==> config.mk <==
export PLATFORM = sky130hd
export DESIGN_NAME = periph_rr_arb_node_flat
export DESIGN_NICKNAME = d
export VERILOG_FILES = /design/src/rtl/periph_rr_arb_node_if.sv /design/src/rtl/periph_rr_arb_node.sv /design/src/flat_wrapper.sv
export SDC_FILE = /design/constraint.sdc
export NUM_CORES = 1
export LEC_CHECK = 0
export ABC_AREA = 1
export CAP_MARGIN = 15
export CORE_AREA = 2 2 601 603
export DETAILED_ROUTE_END_ITERATION = 16
export DIE_AREA = 0 0 603 605
export SKIP_LAST_GASP = 1
export SLEW_MARGIN = 10
export SYNTH_ARGS = -nofsm -noshare
export SYNTH_HDL_FRONTEND = slang
export SYNTH_SLANG_ARGS = --single-unit
==> constraint.sdc <==
create_clock -name clk -period 4.7 [get_ports clk]
set_input_delay 0.705 -clock clk [delete_from_list [all_inputs] [get_ports clk]]
set_output_delay 0.705 -clock clk [all_outputs]
set_load 0.02 [all_outputs]
==> src/rtl/periph_rr_arb_node_if.sv <==
// Bus bundle between the per-master decoders, the arbitration node and one peripheral port.
// The slave modport is the node's view of the bundle; master is the surrounding fabric's view.
interface periph_rr_arb_node_if #(
  parameter int N_MASTER   = 16,
  parameter int ADDR_WIDTH = 32,
  parameter int DATA_WIDTH = 32,
  parameter int BE_WIDTH   = 4,
  parameter int ID_WIDTH   = 16
);
  logic [N_MASTER-1:0]                 data_req_i;
  logic [N_MASTER-1:0][ADDR_WIDTH-1:0] data_add_i;
  logic [N_MASTER-1:0]                 data_wen_i;
  logic [N_MASTER-1:0][DATA_WIDTH-1:0] data_wdata_i;
  logic [N_MASTER-1:0][BE_WIDTH-1:0]   data_be_i;
  logic [N_MASTER-1:0][ID_WIDTH-1:0]   data_ID_i;
  logic [N_MASTER-1:0]                 data_gnt_o;
  logic [N_MASTER-1:0]                 data_r_valid_o;
  logic [DATA_WIDTH-1:0]               data_r_rdata_o;
  logic                                per_req_o;
  logic [ADDR_WIDTH-1:0]               per_add_o;
  logic                                per_wen_o;
  logic [DATA_WIDTH-1:0]               per_wdata_o;
  logic [BE_WIDTH-1:0]                 per_be_o;
  logic [ID_WIDTH-1:0]                 per_ID_o;
  logic                                per_gnt_i;
  logic                                per_r_valid_i;
  logic [DATA_WIDTH-1:0]               per_r_rdata_i;

  modport slave (
    input  data_req_i, data_add_i, data_wen_i, data_wdata_i, data_be_i, data_ID_i,
           per_gnt_i, per_r_valid_i, per_r_rdata_i,
    output data_gnt_o, data_r_valid_o, data_r_rdata_o,
           per_req_o, per_add_o, per_wen_o, per_wdata_o, per_be_o, per_ID_o
  );

  modport master (
    output data_req_i, data_add_i, data_wen_i, data_wdata_i, data_be_i, data_ID_i,
           per_gnt_i, per_r_valid_i, per_r_rdata_i,
    input  data_gnt_o, data_r_valid_o, data_r_rdata_o,
           per_req_o, per_add_o, per_wen_o, per_wdata_o, per_be_o, per_ID_o
  );
endinterface

==> src/rtl/periph_rr_arb_node.sv <==
// Round-robin arbitration node for one peripheral slave: picks a master, forwards its request,
// backroutes the grant and steers the one-cycle-latency response to the granted master.
module periph_rr_arb_lane #(
  parameter int IW   = 4,
  parameter int LANE = 0
) (
  input  logic          clk,
  input  logic          rst,
  input  logic          hs,
  input  logic [IW-1:0] winner,
  input  logic          r_valid_in,
  output logic          gnt,
  output logic          r_valid
);
  logic sel, resp_q;

  assign sel     = (winner == IW'(LANE));
  assign gnt     = hs & sel;
  // resp_q is this lane's bit of the response one-hot; rst masks a response still in flight
  assign r_valid = r_valid_in & resp_q & ~rst;

  always_ff @(posedge clk) begin
    if (rst) resp_q <= 1'b0;
    else     resp_q <= hs & sel;
  end
endmodule

module periph_rr_arb_node #(
  parameter int N_MASTER   = 16,
  parameter int ADDR_WIDTH = 32,
  parameter int DATA_WIDTH = 32,
  parameter int BE_WIDTH   = 4,
  parameter int ID_WIDTH   = 16
) (
  input logic                 clk,
  input logic                 rst,
  periph_rr_arb_node_if.slave bus
);
  localparam int IW = $clog2(N_MASTER);

  typedef enum logic {ARB = 1'b0, LOCKED = 1'b1} state_t;

  state_t                state_q, state_d;
  logic [IW-1:0]         rr_ptr, lock_idx, winner, ptr_nxt;
  logic                  req_w, hs;
  logic [N_MASTER-1:0]   gnt_w, rv_w;
  logic [ADDR_WIDTH-1:0] add_w;
  logic [DATA_WIDTH-1:0] wdata_w;
  logic [BE_WIDTH-1:0]   be_w;
  logic [ID_WIDTH-1:0]   id_w;

  // First requester at or after ptr; the reverse scan lets the smallest offset win.
  function automatic logic [IW-1:0] rr_pick(input logic [N_MASTER-1:0] req, input logic [IW-1:0] ptr);
    rr_pick = ptr;
    for (int k = N_MASTER - 1; k >= 0; k--) begin
      int j;
      j = int'(ptr) + k;
      if (j >= N_MASTER) j = j - N_MASTER;
      if (req[j]) rr_pick = IW'(j);
    end
  endfunction

  always_comb begin
    state_d = state_q;
    winner  = rr_pick(bus.data_req_i, rr_ptr);
    req_w   = |bus.data_req_i;
    if (state_q == LOCKED) begin
      // payload pinned to the stalled master; a dropped request abandons the lock without a grant
      winner = lock_idx;
      req_w  = bus.data_req_i[lock_idx];
      if (!req_w || bus.per_gnt_i) state_d = ARB;
    end else if (req_w && !bus.per_gnt_i) begin
      state_d = LOCKED;
    end
  end

  assign hs      = req_w & bus.per_gnt_i & ~rst;
  assign ptr_nxt = (winner == IW'(N_MASTER - 1)) ? '0 : winner + 1'b1;

  always_ff @(posedge clk) begin
    if (rst) begin
      state_q  <= ARB;
      rr_ptr   <= '0;
      lock_idx <= '0;
    end else begin
      state_q <= state_d;
      if (state_q == ARB && state_d == LOCKED) lock_idx <= winner;
      if (hs) rr_ptr <= ptr_nxt;
    end
  end

  for (genvar i = 0; i < N_MASTER; i++) begin : g_lane
    periph_rr_arb_lane #(.IW(IW), .LANE(i)) u_lane (
      .clk        (clk),
      .rst        (rst),
      .hs         (hs),
      .winner     (winner),
      .r_valid_in (bus.per_r_valid_i),
      .gnt        (gnt_w[i]),
      .r_valid    (rv_w[i])
    );
  end

  assign add_w   = bus.data_add_i[winner];
  assign wdata_w = bus.data_wdata_i[winner];
  assign be_w    = bus.data_be_i[winner];
  assign id_w    = bus.data_ID_i[winner];

  assign bus.data_gnt_o     = gnt_w;
  assign bus.data_r_valid_o = rv_w;
  assign bus.data_r_rdata_o = bus.per_r_rdata_i;
  assign bus.per_req_o      = req_w & ~rst;
  assign bus.per_add_o      = add_w;
  assign bus.per_wen_o      = bus.data_wen_i[winner];
  assign bus.per_wdata_o    = wdata_w;
  assign bus.per_be_o       = be_w;
  assign bus.per_ID_o       = id_w;
endmodule
==> src/flat_wrapper.sv <==
// flat-port wrapper written by rule: the top's interface ports become plain ports
module periph_rr_arb_node_flat 
#(
  parameter int N_MASTER   = 16,
  parameter int ADDR_WIDTH = 32,
  parameter int DATA_WIDTH = 32,
  parameter int BE_WIDTH   = 4,
  parameter int ID_WIDTH   = 16
)
  (clk, rst, bus_data_req_i, bus_data_add_i, bus_data_wen_i, bus_data_wdata_i, bus_data_be_i, bus_data_ID_i, bus_per_gnt_i, bus_per_r_valid_i, bus_per_r_rdata_i, bus_data_gnt_o, bus_data_r_valid_o, bus_data_r_rdata_o, bus_per_req_o, bus_per_add_o, bus_per_wen_o, bus_per_wdata_o, bus_per_be_o, bus_per_ID_o);
  periph_rr_arb_node_if #(.N_MASTER(N_MASTER), .ADDR_WIDTH(ADDR_WIDTH), .DATA_WIDTH(DATA_WIDTH), .BE_WIDTH(BE_WIDTH), .ID_WIDTH(ID_WIDTH)) bus_i ();
  input logic clk;
  input logic rst;
  input wire logic [$bits(bus_i.data_req_i)-1:0] bus_data_req_i;
  input wire logic [$bits(bus_i.data_add_i)-1:0] bus_data_add_i;
  input wire logic [$bits(bus_i.data_wen_i)-1:0] bus_data_wen_i;
  input wire logic [$bits(bus_i.data_wdata_i)-1:0] bus_data_wdata_i;
  input wire logic [$bits(bus_i.data_be_i)-1:0] bus_data_be_i;
  input wire logic [$bits(bus_i.data_ID_i)-1:0] bus_data_ID_i;
  input wire logic [$bits(bus_i.per_gnt_i)-1:0] bus_per_gnt_i;
  input wire logic [$bits(bus_i.per_r_valid_i)-1:0] bus_per_r_valid_i;
  input wire logic [$bits(bus_i.per_r_rdata_i)-1:0] bus_per_r_rdata_i;
  output wire logic [$bits(bus_i.data_gnt_o)-1:0] bus_data_gnt_o;
  output wire logic [$bits(bus_i.data_r_valid_o)-1:0] bus_data_r_valid_o;
  output wire logic [$bits(bus_i.data_r_rdata_o)-1:0] bus_data_r_rdata_o;
  output wire logic [$bits(bus_i.per_req_o)-1:0] bus_per_req_o;
  output wire logic [$bits(bus_i.per_add_o)-1:0] bus_per_add_o;
  output wire logic [$bits(bus_i.per_wen_o)-1:0] bus_per_wen_o;
  output wire logic [$bits(bus_i.per_wdata_o)-1:0] bus_per_wdata_o;
  output wire logic [$bits(bus_i.per_be_o)-1:0] bus_per_be_o;
  output wire logic [$bits(bus_i.per_ID_o)-1:0] bus_per_ID_o;
  assign bus_i.data_req_i = bus_data_req_i;
  assign bus_i.data_add_i = bus_data_add_i;
  assign bus_i.data_wen_i = bus_data_wen_i;
  assign bus_i.data_wdata_i = bus_data_wdata_i;
  assign bus_i.data_be_i = bus_data_be_i;
  assign bus_i.data_ID_i = bus_data_ID_i;
  assign bus_i.per_gnt_i = bus_per_gnt_i;
  assign bus_i.per_r_valid_i = bus_per_r_valid_i;
  assign bus_i.per_r_rdata_i = bus_per_r_rdata_i;
  assign bus_data_gnt_o = bus_i.data_gnt_o;
  assign bus_data_r_valid_o = bus_i.data_r_valid_o;
  assign bus_data_r_rdata_o = bus_i.data_r_rdata_o;
  assign bus_per_req_o = bus_i.per_req_o;
  assign bus_per_add_o = bus_i.per_add_o;
  assign bus_per_wen_o = bus_i.per_wen_o;
  assign bus_per_wdata_o = bus_i.per_wdata_o;
  assign bus_per_be_o = bus_i.per_be_o;
  assign bus_per_ID_o = bus_i.per_ID_o;
  periph_rr_arb_node #(.N_MASTER(N_MASTER), .ADDR_WIDTH(ADDR_WIDTH), .DATA_WIDTH(DATA_WIDTH), .BE_WIDTH(BE_WIDTH), .ID_WIDTH(ID_WIDTH)) u_core (.clk(clk), .rst(rst), .bus(bus_i));
endmodule
==> summary.md <==
| Metric | Value |
|---|---|
| Outcome | `complete, but fails checks` |
| Violated checks | `negative setup slack` |
| Layout overhead on the synthesized area | `145%` |
| Hold WS | `approximately 0.64 ns` |
| MaxCap Viol Count | `0` |
| Number of rows created at floorplan | `220` |
| Final Hold Violating Endpoints | `0` |
| Count of pins over their slew limit | `0` |
| Slowest cell on crit path | `sky130_fd_sc_hd__dfxtp_2` |
| Setup Crit Path Kind | `reg -> out` |
| Area of the die | `365000 µm²` |
| Count of fill cells added during filler insertion | `between 40000 and 50000` |
| Post-synthesis sequential area ratio | `~2.2%` |
| Synth top area share | `35.3%` |
| Fraction of synthesis flops using an asynchronous set or reset pin | `0%` |
| Cell count after synthesis | `roughly 5400` |
| Most frequent cell on the critical path | `sky130_fd_sc_hd__nand2_1` |
| Drt initial violations | `approximately 3200` |
| Met1 demand-to-capacity share in global routing | `19.2%` |
| Cts bufs inserted | `3` |
| Average via count per standard cell | `~3.3` |
| Commonest cells after routing, fill and taps aside | `sky130_fd_sc_hd__nand2_1, sky130_fd_sc_hd__inv_1, sky130_fd_sc_hd__clkdlybuf4s50_1` |
| Overflow after GRT | `0` |
| Die width | `around 600 µm` |
| Post-route DRC | `0` |
| Setup repair after global routing missed its margin | `true` |
| Largest buffer count on any clock path | `2` |
| Total number of vias | `40900` |
| Number of I/O pins | `between 1500 and 2000` |
| Global routing usage on met3 | `about 6.0%` |
| Wire per inst | `approximately 26 µm` |
| Post-synth EDFFs | `0` |
| First-pass GRT wire length | `393000 µm` |
| Largest fanout on the critical path | `7` |
| Quantity of I/O buffers inserted on ports | `around 1500` |
| Worst Setup End Kind | `primary output` |
| Most common library cell in the layout ignoring fill and taps | `sky130_fd_sc_hd__nand2_1` |
| Total number of H-tree levels | `1` |
| Max stage delay on crit path | `~0.34 ns` |
| #FFs+latches synth | `25` |
| Total placed cells including tap cells | `around 12000` |
| Number of warning messages in the yosys log | `0` |
| Synthesized area | `approximately 23000 µm²` |
| Number of setup violations in the final report | `99` |
| Arrival time at the worst endpoint | `4.48 ns` |
| Synth area leaders | `sky130_fd_sc_hd__nand2_1, sky130_fd_sc_hd__inv_1, sky130_fd_sc_hd__nand3_1, sky130_fd_sc_hd__buf_2, sky130_fd_sc_hd__buf_4` |
| Met2 routing resource usage after global routing | `between 20% and 30%` |
| Clk_lat worst skew | `0.28 ns` |
| First-pass iteration count of the detailed router | `5` |
| Final WS setup | `-0.487 ns` |
| GR Util All Layers | `16.5%` |
| Via count of the first global-routing pass | `39600` |
| Placeable core area | `around 360000 µm²` |
| Headroom to the max-slew limit | `61.0%` |
| Share of final-layout standard cells stronger than drive strength 1 | `approximately 23%` |
| Starting Density | `about 6.4%` |
| HPWL after DPL | `~270000 µm` |
| Worst endpoint required time | `about 4 ns` |
| Hold Crit Class | `reg -> reg` |
| ANT nets after route | `0` |
| Clock skew | `between 0.005 and 0.006 ns` |
| Largest net degree at the start of global routing | `62` |
| Distinct cell type count of the synthesized netlist | `35` |
| Fmax | `between 150 and 200 MHz` |
| Die height | `between 600 and 700 µm` |
| Filler-free cell count of the finished design | `12200` |
| Busiest grt layer | `met2` |
| Finished Core Util | `roughly 16%` |
| Final Net Count | `approximately 8800` |
| Clock sink total | `25` |
| Clock transition time at the flip-flop clock pins of the worst setup and hold paths | `roughly 0.07 ns` |
| Most instantiated flip-flop cell in the synthesis netlist | `sky130_fd_sc_hd__dfxtp_1` |
| Initial antenna violation count | `203` |
| Yosys top cell by area | `sky130_fd_sc_hd__nand2_1` |
| # hold bufs at CTS | `0` |
| CTS Root Buffer Type | `sky130_fd_sc_hd__clkbuf_16` |
| Startpoint type of the worst setup path | `flip-flop` |
| CTS tree | `done` |
| Syn Nets | `a little under 7000` |
| Placement Setup Slack | `-1.57 ns` |
| Worst Tran Pin Value | `0.583 ns` |
| Clock period minus worst slack | `slightly above 5 ns` |
| Final clock period utilization by the worst path | `110%` |
| DRT Wirelength | `between 300000 and 400000 µm` |
| Mean cell area of the mapped netlist | `between 4 and 5 µm²` |
| Final weighted congestion in routability-driven placement | `between 0.9 and 1` |
## stage by stage
step / cell area, µm² / TNS [ns]
floorplan: 23000 / 0
global placement: 48200 / -125.84
detailed placement: 48200 / -113.60
CTS: 54500 / -45.35
global route: 56300 / -61.29
finish: 56500 / -34.16
## timing repair
item | 4_1_cts | 5_1_grt
setup buffers | 163 | 61
endpoints found under the setup margin | 101 | 101
pin swaps | 137 | 104
resized for setup | 1221 | 342
cloned | 55 | 11
## Yosys cell counts, types with 11 or more instances
cell type,number
sky130_fd_sc_hd__a21oi_1,38
sky130_fd_sc_hd__buf_1,25
sky130_fd_sc_hd__buf_2,151
sky130_fd_sc_hd__buf_4,87
sky130_fd_sc_hd__clkbuf_1,110
sky130_fd_sc_hd__dfxtp_1,25
sky130_fd_sc_hd__ha_1,11
sky130_fd_sc_hd__inv_1,1574
sky130_fd_sc_hd__inv_2,19
sky130_fd_sc_hd__nand2_1,2163
sky130_fd_sc_hd__nand3_1,1091
sky130_fd_sc_hd__nor2_1,70
sky130_fd_sc_hd__o21ai_0,18
## worst max-delay path, delay by kind of cell, from the launching register on
family / cells / cell delay [ns]
DFF: 1 / 0.34
and+or+nand+nor: 18 / 1.40
AOI/OAI and AO/OA: 2 / 0.31
adders and majority gates: 1 / 0.17
buffers and inverters: 12 / 1.64
xor gates and xnor gates: 1 / 0.26
## kinds of logic (layout without fill, tap and decap cells)
logic type               after synthesis  count (layout)  share of synthesized area (%)
buffers and inverters               1974            3900                           34.7
XOR/XNOR                               6               6                          0.310
adder cells (fa/ha/maj)               11              11                          0.598
AO/OA/AOI/OAI                         71              71                           1.66
other                                  0             101                              0
AND/OR/NAND/NOR                     3341            3342                           60.6
flip-flops                            25              25                           2.17
## worst paths after layout
| kind | start | endpoint | slack, ns | cells past startpoint |
|---|---|---|---|---|
| max | u_core.rr_ptr[0] | bus_per_add_o[24] | -0.49 | 34 |
| min | u_core.rr_ptr[3] | u_core.rr_ptr[3] | 0.64 | 3 |
| max reg2reg | u_core.rr_ptr[1] | u_core.g_lane[4].u_lane.resp_q | 0.63 | 37 |
| min reg2reg | u_core.rr_ptr[3] | u_core.rr_ptr[3] | 0.64 | 3 |
## final cells by class
class | instances | area [µm²] | share of cell area [%]
Multi-Input combinational cell | 3430 | 17800 | 31.4
Timing Repair Buffer | 2300 | 25800 | 45.7
Clock inverter | 1 | 7.51 | 0.0133
Inverter | 1595 | 6090 | 10.8
Clock buffer | 3 | 75.1 | 0.133
Tap cell | 4773 | 5970 | 10.6
Antenna cell | 101 | 253 | 0.447
Timing Repair inverter | 1 | 30.0 | 0.0532
Sequential cell | 25 | 503 | 0.890
## routing by layer
metal	vias up	routed length [µm]
met2	2037	154000
li1	19600	-
met5	-	792
met1	18700	124000
met3	459	31700
met4	116	7980
## state kept, by name, indices dropped and copies added, names as in the netlist
signal                       flops
u_core.g_lane.u_lane.resp_q     16
u_core.lock_idx                  4
u_core.rr_ptr                    4
u_core.state_q                   1
Power is left out: the tool's default activity adds up to more than one toggle a clock period on the data nets, which glitch-free logic cannot reach.
